===== src/rtl/debug_unit_if.sv =====
// Byte-stream and pipeline debug bus between the host debug controller and
// the UART / pipeline side.
interface debug_unit_if #(
  parameter int NB_REG  = 32,
  parameter int NB_BYTE = 8
);
  logic [NB_BYTE-1:0] i_rx_data;
  logic               i_rx_valid;
  logic [NB_BYTE-1:0] o_tx_data;
  logic               o_tx_start;
  logic               i_tx_done;
  logic               o_dunit_clk_en;
  logic               o_dunit_reset_pc;
  logic               o_dunit_w_mem;
  logic [NB_REG-1:0]  o_dunit_addr;
  logic [NB_REG-1:0]  o_dunit_data_if;
  logic [NB_REG-1:0]  i_dunit_reg;
  logic [NB_REG-1:0]  i_dunit_mem_data;
  logic               i_halt;

  modport master (
    input  i_rx_data, i_rx_valid, i_tx_done, i_dunit_reg, i_dunit_mem_data, i_halt,
    output o_tx_data, o_tx_start, o_dunit_clk_en, o_dunit_reset_pc, o_dunit_w_mem,
           o_dunit_addr, o_dunit_data_if
  );

  modport slave (
    output i_rx_data, i_rx_valid, i_tx_done, i_dunit_reg, i_dunit_mem_data, i_halt,
    input  o_tx_data, o_tx_start, o_dunit_clk_en, o_dunit_reset_pc, o_dunit_w_mem,
           o_dunit_addr, o_dunit_data_if
  );
endinterface


===== src/rtl/debug_unit.sv =====
// Host debug controller: UART commands load instruction memory, reset the PC,
// run or single-step the core, and dump registers plus data memory back out.
module debug_unit #(
  parameter int NB_REG     = 32,
  parameter int NB_BYTE    = 8,
  parameter int IMEM_WORDS = 128,
  parameter int DMEM_WORDS = 32,
  parameter int N_REGS     = 32
) (
  input  logic          i_clk,
  input  logic          i_reset,
  debug_unit_if.master  bus
);

  localparam logic [NB_BYTE-1:0] CMD_LOAD = 8'h4C;
  localparam logic [NB_BYTE-1:0] CMD_PC   = 8'h50;
  localparam logic [NB_BYTE-1:0] CMD_RUN  = 8'h43;
  localparam logic [NB_BYTE-1:0] CMD_STEP = 8'h53;
  localparam logic [NB_BYTE-1:0] ACK      = 8'h06;
  localparam logic [NB_BYTE-1:0] NAK      = 8'h15;
  localparam logic [5:0]         REG_END  = 6'(N_REGS);
  localparam logic [5:0]         LAST_IDX = 6'(N_REGS + DMEM_WORDS - 1);

  typedef enum logic [3:0] {
    S_IDLE, S_LD_COUNT, S_LD_DATA, S_LD_WRITE, S_PC_RST, S_RUN, S_STEP,
    S_D_ADDR, S_D_LATCH, S_D_SEND, S_D_WAIT, S_TX_WAIT
  } state_t;

  state_t              state_q;
  logic [NB_BYTE-1:0]  tx_data_q;
  logic                tx_start_q;
  logic                step_en_q;
  logic                reset_pc_q;
  logic                w_mem_q;
  logic [NB_REG-1:0]   addr_q;
  logic [NB_REG-1:0]   data_if_q;
  logic [NB_REG-1:0]   rx_shift_q;
  logic [NB_REG-1:0]   tx_shift_q;
  logic [7:0]          n_words_q;
  logic [7:0]          word_cnt_q;
  logic [1:0]          byte_cnt_q;
  logic [5:0]          dump_idx_q;
  logic [NB_REG-1:0]   rx_word_d;
  logic [NB_REG-1:0]   dump_addr_d;

  // Registers map to their index, memory words to a byte address after them.
  always_comb begin
    rx_word_d = {rx_shift_q[NB_REG-NB_BYTE-1:0], bus.i_rx_data};
    if (dump_idx_q < REG_END) begin
      dump_addr_d = NB_REG'(dump_idx_q);
    end else begin
      dump_addr_d = NB_REG'({dump_idx_q - REG_END, 2'b00});
    end
  end

  always_ff @(posedge i_clk or negedge i_reset) begin
    if (!i_reset) begin
      state_q    <= S_IDLE;
      tx_data_q  <= '0;
      tx_start_q <= 1'b0;
      step_en_q  <= 1'b0;
      reset_pc_q <= 1'b0;
      w_mem_q    <= 1'b0;
      addr_q     <= '0;
      data_if_q  <= '0;
      rx_shift_q <= '0;
      tx_shift_q <= '0;
      n_words_q  <= 8'd0;
      word_cnt_q <= 8'd0;
      byte_cnt_q <= 2'd0;
      dump_idx_q <= 6'd0;
    end else begin
      tx_start_q <= 1'b0;
      step_en_q  <= 1'b0;
      reset_pc_q <= 1'b0;
      w_mem_q    <= 1'b0;
      case (state_q)
        S_IDLE: begin
          if (bus.i_rx_valid) begin
            case (bus.i_rx_data)
              CMD_LOAD: state_q <= S_LD_COUNT;
              CMD_PC:   begin reset_pc_q <= 1'b1; state_q <= S_PC_RST; end
              CMD_RUN:  state_q <= S_RUN;
              CMD_STEP: begin step_en_q <= 1'b1; state_q <= S_STEP; end
              default:  state_q <= S_IDLE;
            endcase
          end
        end
        S_LD_COUNT: begin
          if (bus.i_rx_valid) begin
            if (bus.i_rx_data == 8'd0 || {1'b0, bus.i_rx_data} > 9'(IMEM_WORDS)) begin
              tx_data_q  <= NAK;
              tx_start_q <= 1'b1;
              state_q    <= S_TX_WAIT;
            end else begin
              n_words_q  <= bus.i_rx_data;
              word_cnt_q <= 8'd0;
              byte_cnt_q <= 2'd0;
              state_q    <= S_LD_DATA;
            end
          end
        end
        S_LD_DATA: begin
          if (bus.i_rx_valid) begin
            rx_shift_q <= rx_word_d;
            byte_cnt_q <= byte_cnt_q + 2'd1;
            if (byte_cnt_q == 2'd3) begin
              data_if_q <= rx_word_d;
              addr_q    <= NB_REG'({word_cnt_q, 2'b00});
              w_mem_q   <= 1'b1;
              state_q   <= S_LD_WRITE;
            end
          end
        end
        S_LD_WRITE: begin
          word_cnt_q <= word_cnt_q + 8'd1;
          if (word_cnt_q == n_words_q - 8'd1) begin
            tx_data_q  <= ACK;
            tx_start_q <= 1'b1;
            state_q    <= S_TX_WAIT;
          end else begin
            state_q <= S_LD_DATA;
          end
        end
        S_PC_RST: begin
          tx_data_q  <= ACK;
          tx_start_q <= 1'b1;
          state_q    <= S_TX_WAIT;
        end
        S_RUN: begin
          if (bus.i_halt) begin
            dump_idx_q <= 6'd0;
            state_q    <= S_D_ADDR;
          end
        end
        S_STEP: begin
          dump_idx_q <= 6'd0;
          state_q    <= S_D_ADDR;
        end
        S_D_ADDR: begin
          addr_q  <= dump_addr_d;
          state_q <= S_D_LATCH;
        end
        S_D_LATCH: begin
          tx_shift_q <= (dump_idx_q < REG_END) ? bus.i_dunit_reg : bus.i_dunit_mem_data;
          byte_cnt_q <= 2'd0;
          state_q    <= S_D_SEND;
        end
        S_D_SEND: begin
          tx_data_q  <= tx_shift_q[NB_REG-1 -: NB_BYTE];
          tx_shift_q <= {tx_shift_q[NB_REG-NB_BYTE-1:0], {NB_BYTE{1'b0}}};
          tx_start_q <= 1'b1;
          state_q    <= S_D_WAIT;
        end
        S_D_WAIT: begin
          if (bus.i_tx_done) begin
            byte_cnt_q <= byte_cnt_q + 2'd1;
            if (byte_cnt_q != 2'd3) begin
              state_q <= S_D_SEND;
            end else if (dump_idx_q == LAST_IDX) begin
              state_q <= S_IDLE;
            end else begin
              dump_idx_q <= dump_idx_q + 6'd1;
              state_q    <= S_D_ADDR;
            end
          end
        end
        S_TX_WAIT: begin
          if (bus.i_tx_done) begin
            state_q <= S_IDLE;
          end
        end
        default: state_q <= S_IDLE;
      endcase
    end
  end

  // Run enable is combinational so the core never advances past a halt.
  assign bus.o_dunit_clk_en   = ((state_q == S_RUN) && !bus.i_halt) || step_en_q;
  assign bus.o_tx_data        = tx_data_q;
  assign bus.o_tx_start       = tx_start_q;
  assign bus.o_dunit_reset_pc = reset_pc_q;
  assign bus.o_dunit_w_mem    = w_mem_q;
  assign bus.o_dunit_addr     = addr_q;
  assign bus.o_dunit_data_if  = data_if_q;

endmodule


===== src/flat_wrapper.sv =====
// flat-port wrapper written by rule: the top's interface ports become plain ports
module debug_unit_flat 
#(
  parameter int NB_REG     = 32,
  parameter int NB_BYTE    = 8,
  parameter int IMEM_WORDS = 128,
  parameter int DMEM_WORDS = 32,
  parameter int N_REGS     = 32
)
  (i_clk, i_reset, bus_i_rx_data, bus_i_rx_valid, bus_i_tx_done, bus_i_dunit_reg, bus_i_dunit_mem_data, bus_i_halt, bus_o_tx_data, bus_o_tx_start, bus_o_dunit_clk_en, bus_o_dunit_reset_pc, bus_o_dunit_w_mem, bus_o_dunit_addr, bus_o_dunit_data_if);
  debug_unit_if #(.NB_REG(NB_REG), .NB_BYTE(NB_BYTE)) bus_i ();
  input  logic i_clk;
  input  logic i_reset;
  input wire logic [$bits(bus_i.i_rx_data)-1:0] bus_i_rx_data;
  input wire logic [$bits(bus_i.i_rx_valid)-1:0] bus_i_rx_valid;
  input wire logic [$bits(bus_i.i_tx_done)-1:0] bus_i_tx_done;
  input wire logic [$bits(bus_i.i_dunit_reg)-1:0] bus_i_dunit_reg;
  input wire logic [$bits(bus_i.i_dunit_mem_data)-1:0] bus_i_dunit_mem_data;
  input wire logic [$bits(bus_i.i_halt)-1:0] bus_i_halt;
  output wire logic [$bits(bus_i.o_tx_data)-1:0] bus_o_tx_data;
  output wire logic [$bits(bus_i.o_tx_start)-1:0] bus_o_tx_start;
  output wire logic [$bits(bus_i.o_dunit_clk_en)-1:0] bus_o_dunit_clk_en;
  output wire logic [$bits(bus_i.o_dunit_reset_pc)-1:0] bus_o_dunit_reset_pc;
  output wire logic [$bits(bus_i.o_dunit_w_mem)-1:0] bus_o_dunit_w_mem;
  output wire logic [$bits(bus_i.o_dunit_addr)-1:0] bus_o_dunit_addr;
  output wire logic [$bits(bus_i.o_dunit_data_if)-1:0] bus_o_dunit_data_if;
  assign bus_i.i_rx_data = bus_i_rx_data;
  assign bus_i.i_rx_valid = bus_i_rx_valid;
  assign bus_i.i_tx_done = bus_i_tx_done;
  assign bus_i.i_dunit_reg = bus_i_dunit_reg;
  assign bus_i.i_dunit_mem_data = bus_i_dunit_mem_data;
  assign bus_i.i_halt = bus_i_halt;
  assign bus_o_tx_data = bus_i.o_tx_data;
  assign bus_o_tx_start = bus_i.o_tx_start;
  assign bus_o_dunit_clk_en = bus_i.o_dunit_clk_en;
  assign bus_o_dunit_reset_pc = bus_i.o_dunit_reset_pc;
  assign bus_o_dunit_w_mem = bus_i.o_dunit_w_mem;
  assign bus_o_dunit_addr = bus_i.o_dunit_addr;
  assign bus_o_dunit_data_if = bus_i.o_dunit_data_if;
  debug_unit #(.NB_REG(NB_REG), .NB_BYTE(NB_BYTE), .IMEM_WORDS(IMEM_WORDS), .DMEM_WORDS(DMEM_WORDS), .N_REGS(N_REGS)) u_core (.i_clk(i_clk), .i_reset(i_reset), .bus(bus_i));
endmodule

===== config.mk =====
export PLATFORM = sky130hd
export DESIGN_NAME = debug_unit_flat
export DESIGN_NICKNAME = d
export VERILOG_FILES = /design/src/rtl/debug_unit_if.sv /design/src/rtl/debug_unit.sv /design/src/flat_wrapper.sv
export SDC_FILE = /design/constraint.sdc
export NUM_CORES = 1
export LEC_CHECK = 0
export ABC_AREA = 0
export ABC_CLOCK_PERIOD_IN_PS = 4400
export CORE_UTILIZATION = 40
export CTS_CLUSTER_DIAMETER = 80
export DETAILED_ROUTE_END_ITERATION = 8
export HOLD_SLACK_MARGIN = 0.15
export PLACE_DENSITY = 0.77
export SYNTH_ARGS = -nofsm -noshare
export SYNTH_HDL_FRONTEND = slang
export SYNTH_SLANG_ARGS = --single-unit

===== constraint.sdc =====
create_clock -name i_clk -period 4.4 [get_ports i_clk]
set_input_delay 0.66 -clock i_clk [delete_from_list [all_inputs] [get_ports i_clk]]
set_output_delay 0.66 -clock i_clk [all_outputs]
set_load 0.005 [all_outputs]

==> summary.txt <==
Setup path
  • Setup crit start kind: flop
  • R2r endpoint: u_core.bus.o_tx_data[4]$_DFFE_PN0P_
  • CP Data Arrival Time: about 2500 ps
  • Crit Path Category: reg2out
  • Maximum fanout along the worst path: 17
  • Worst Reg-to-Reg Cells: 7
  • Critical path endpoint category: primary output
  • R2r setup slk: approximately 1400 ps
  • Reg-to-Reg Start: u_core.state_q[0]$_DFFE_PN0P_
  • Worst EP required: around 3700 ps

Detailed routing
  • Highest metal used: met4
  • Avg WL per Cell: 14.4 um
  • DRC errors left: 0
  • WL final: 15,500 um
  • DR vias: 5,498
  • Vias per Instance: a little over 5
  • First DRT Iteration DRCs: between 300 and 400
  • Post-route ant nets: 0
  • WL met1: 6900 um
  • Met2 wire len: between 7000 and 8000 um
  • Met3 wire len: approximately 900 um
  • DRT Pass-1 Iters: 5

STA
  • Fin crit share: 72.2%
  • Max-slew violations: 0
  • Final setup viols: 0
  • FMAX: 315 MHz
  • Clock skew: ~10 ps
  • Worst slew pin tran: 1020 ps
  • Total negative slack: 0 ps
  • Max_slew headroom: between 30% and 40%
  • Fin crit period: about 3200 ps
  • Unrepaired setup endpoints after global routing: false
  • Final hold violations: 0

Global route
  • First-pass GRT wire length: roughly 26,000 um
  • Vias in the first global route: roughly 5,400
  • Antenna violations before repair: 0
  • Largest net degree at the start of global routing: between 100 and 150
  • Grt total ovfl: 0
  • Overall Global Routing Usage: a little under a fifth

Synthesis
  • Post-Synthesis Cell Area: 0.00686 mm^2
  • Post-synth top flop: dfrtp_1
  • Share of the synthesized area in the top cell type: about half
  • Avg Inst Size Synth: roughly 9.3 um^2
  • Yosys warns: 0
  • Seq/Total Area, Yosys: around half
  • EDFF count, synth: 0
  • Synth area leaders: dfrtp_1 50%, nand2_1 9.4%, mux2i_1 5.4%
  • Leading area contributor after synthesis: dfrtp_1
  • Mapped Cells: between 700 and 800
  • Synth cell types: 57
  • Seq cells post-synth: between 100 and 150
  • Fraction of registers with async set/reset: 100%

Placed design
  • Port buffer count: 130
  • Routability Congestion: slightly below 0.9
  • Cell total after placement: roughly 1,100
  • Dpl hpwl: around 11,000 um

Layout
  • # diodes: 0
  • Final non-filler cell total: approximately 1,100
  • Layout overhead on the synthesized area: 29.0%
  • Layout Nets: between 900 and 1,000
  • Share of cells above drive strength 1: around 10%

Flow run
  • Max cap viols: 0

Clock network
  • CTS sink count: approximately 140
  • CTS resizes: 0
  • Total CTS buffers: 17
  • CTS tree: done
  • CTS clk-pin slew, worst paths: 60 ps
  • Worst-Skew Late Latency: approximately 420 ps
  • H-tree Lvls: 4
  • Clock Root Buffer: clkbuf_16
  • Post-CTS Setup Bufs: 0
  • Clock tree buffer depth: 2
  • Hold Buf Count CTS: 0

Floorplanning
  • Die X: around 130 um
  • I/O pin total: roughly 150
  • Die Ht: between 100 and 150 um
  • Core Area: 0.0166 mm^2
  • Die area: ~0.018 mm^2
  • Row count: 47
  • Initial Utilization: approximately two fifths

Power and ir drop
  • Final total power: between 5 and 6 mW
  • Worst IR Drop VDD: 0.000314 V
  • Pwr Density: ~600 mW/mm^2
  • Cell leakage power: a little under 4 nW

Min path
  • HP Class: in2async

Outcome
  • Run status: finished clean
-- worst max-delay path by stage --
stage,startpoint,to,slack [ps],cells past startpoint
6_report,u_core.state_q[1]$_DFFE_PN0P_,bus_o_dunit_clk_en,1220,4
5_1_grt,u_core.state_q[1]$_DFFE_PN0P_,bus_o_dunit_clk_en,1190,4
4_1_cts,u_core.state_q[1]$_DFFE_PN0P_,bus_o_dunit_clk_en,1250,4
3_5_place_dp,bus_i_rx_data[3],u_core.bus.o_tx_data[0]$_DFFE_PN0P_,1100,6
3_3_place_gp,bus_i_rx_data[3],u_core.bus.o_tx_data[0]$_DFFE_PN0P_,1120,6
2_1_floorplan,bus_i_rx_data[3],u_core.bus.o_tx_data[0]$_DFFE_PN0P_,1940,6
-- per-stage QoR --
stage                     hold slack (ps)  setup slack (ps)  cell area, um^2  util, %
final                                 402              1220             8850     53.2
after global routing                  475              1190             8850     53.2
after CTS                             430              1250             8850     53.2
after detailed placement              444              1100             8250     49.5
after global placement                444              1120             8250     49.5
after floorplan                       364              1940             6940        -
-- Yosys cell counts, types with 2 or more instances --
library cell  number
nand2_1          171
dfrtp_1          138
o21ai_0           63
nor2_1            53
a21oi_1           44
mux2i_1           37
clkbuf_1          32
mux2_2            31
buf_4             23
inv_1             13
nor3_1            12
o31ai_1           11
nand2b_1          10
xnor2_1           10
nand3_1            8
a22o_1             6
buf_2              5
and3_1             4
ha_1               4
o32ai_1            4
xor2_1             4
buf_1              3
nor2b_1            3
nor4_1             3
nor4b_1            3
or2_2              3
a211oi_1           2
a31oi_1            2
mux2_4             2
nand4_1            2
o2111ai_1          2
or3_1              2
or3_2              2
-- metal layers --
layer	up-vias	track usage, %
met4	0	6.32
met5	-	0
met1	2606	24.1
met3	27	5.36
met2	173	30.1
li1	2692	-
-- cell families (layout without fill, tap and decap cells) --
kind of cell	Yosys count	in the layout	share of synthesized area, %
simple gates	284	284	17.8
compound gates	147	147	12.7
flops	138	138	50.3
buf+inv	78	183	5.64
mux	70	70	10.9
xor+xnor	14	14	1.79
fa+ha+maj	4	4	0.730
other cells	1	22	0.0547
-- registers in the layout, indices dropped and copies added (netlist names) --
register,cells
u_core.rx_shift_q,24
u_core.bus.o_dunit_data_if,32
u_core.byte_cnt_q,2
u_core.bus.o_dunit_addr,10
u_core.bus.o_tx_data,8
u_core.step_en_q,1
u_core.word_cnt_q,8
u_core.dump_idx_q,6
u_core.state_q,4
u_core.n_words_q,8
u_core.bus.o_dunit_w_mem,1
u_core.bus.o_tx_start,1
u_core.bus.o_dunit_reset_pc,1
u_core.tx_shift_q,32
-- worst max-delay path, cell delays in order, from the launching register on --
cell             delay (ps)
dfrtp_1                 580
nand2b_1                420
nor3_1                  410
or2_2                   170
clkdlybuf4s50_1         530
-- placed cells by master (no fill, tap or decap), drive strengths merged, types with 4 or more instances in the layout --
master	Yosys	final
o21ai	64	64
nand3	8	8
nor3	12	12
xor2	4	4
and3	4	4
xnor2	10	10
dfrtp	138	138
a22o	6	6
o31ai	11	11
clkdlybuf4s50	0	129
nor2	54	54
buf	31	8
or3	5	5
nor4	4	4
nand2	171	171
o32ai	4	4
mux2	33	33
mux2i	37	37
conb	1	22
inv	13	18
ha	4	4
nand2b	10	10
clkinv	1	4
a21oi	45	45
clkbuf	33	20
-- layout make-up --
| cell class | count | area (um^2) |
|---|---|---|
| clock buffers | 20 | 467 |
| clock inverters | 12 | 136 |
| fillers | 1478 | 7790 |
| inverters | 14 | 52.6 |
| multi-input cells | 541 | 3110 |
| flip-flops and latches | 138 | 3450 |
| well taps | 220 | 275 |
| repair buffers | 137 | 1360 |
-- where the power goes --
group | switching [mW] | internal [mW]
logic | 0.868 | 0.919
clock network | 0.560 | 0.887
registers | 0.422 | 1.78
Note: power is estimated with default switching activity, not from simulation.
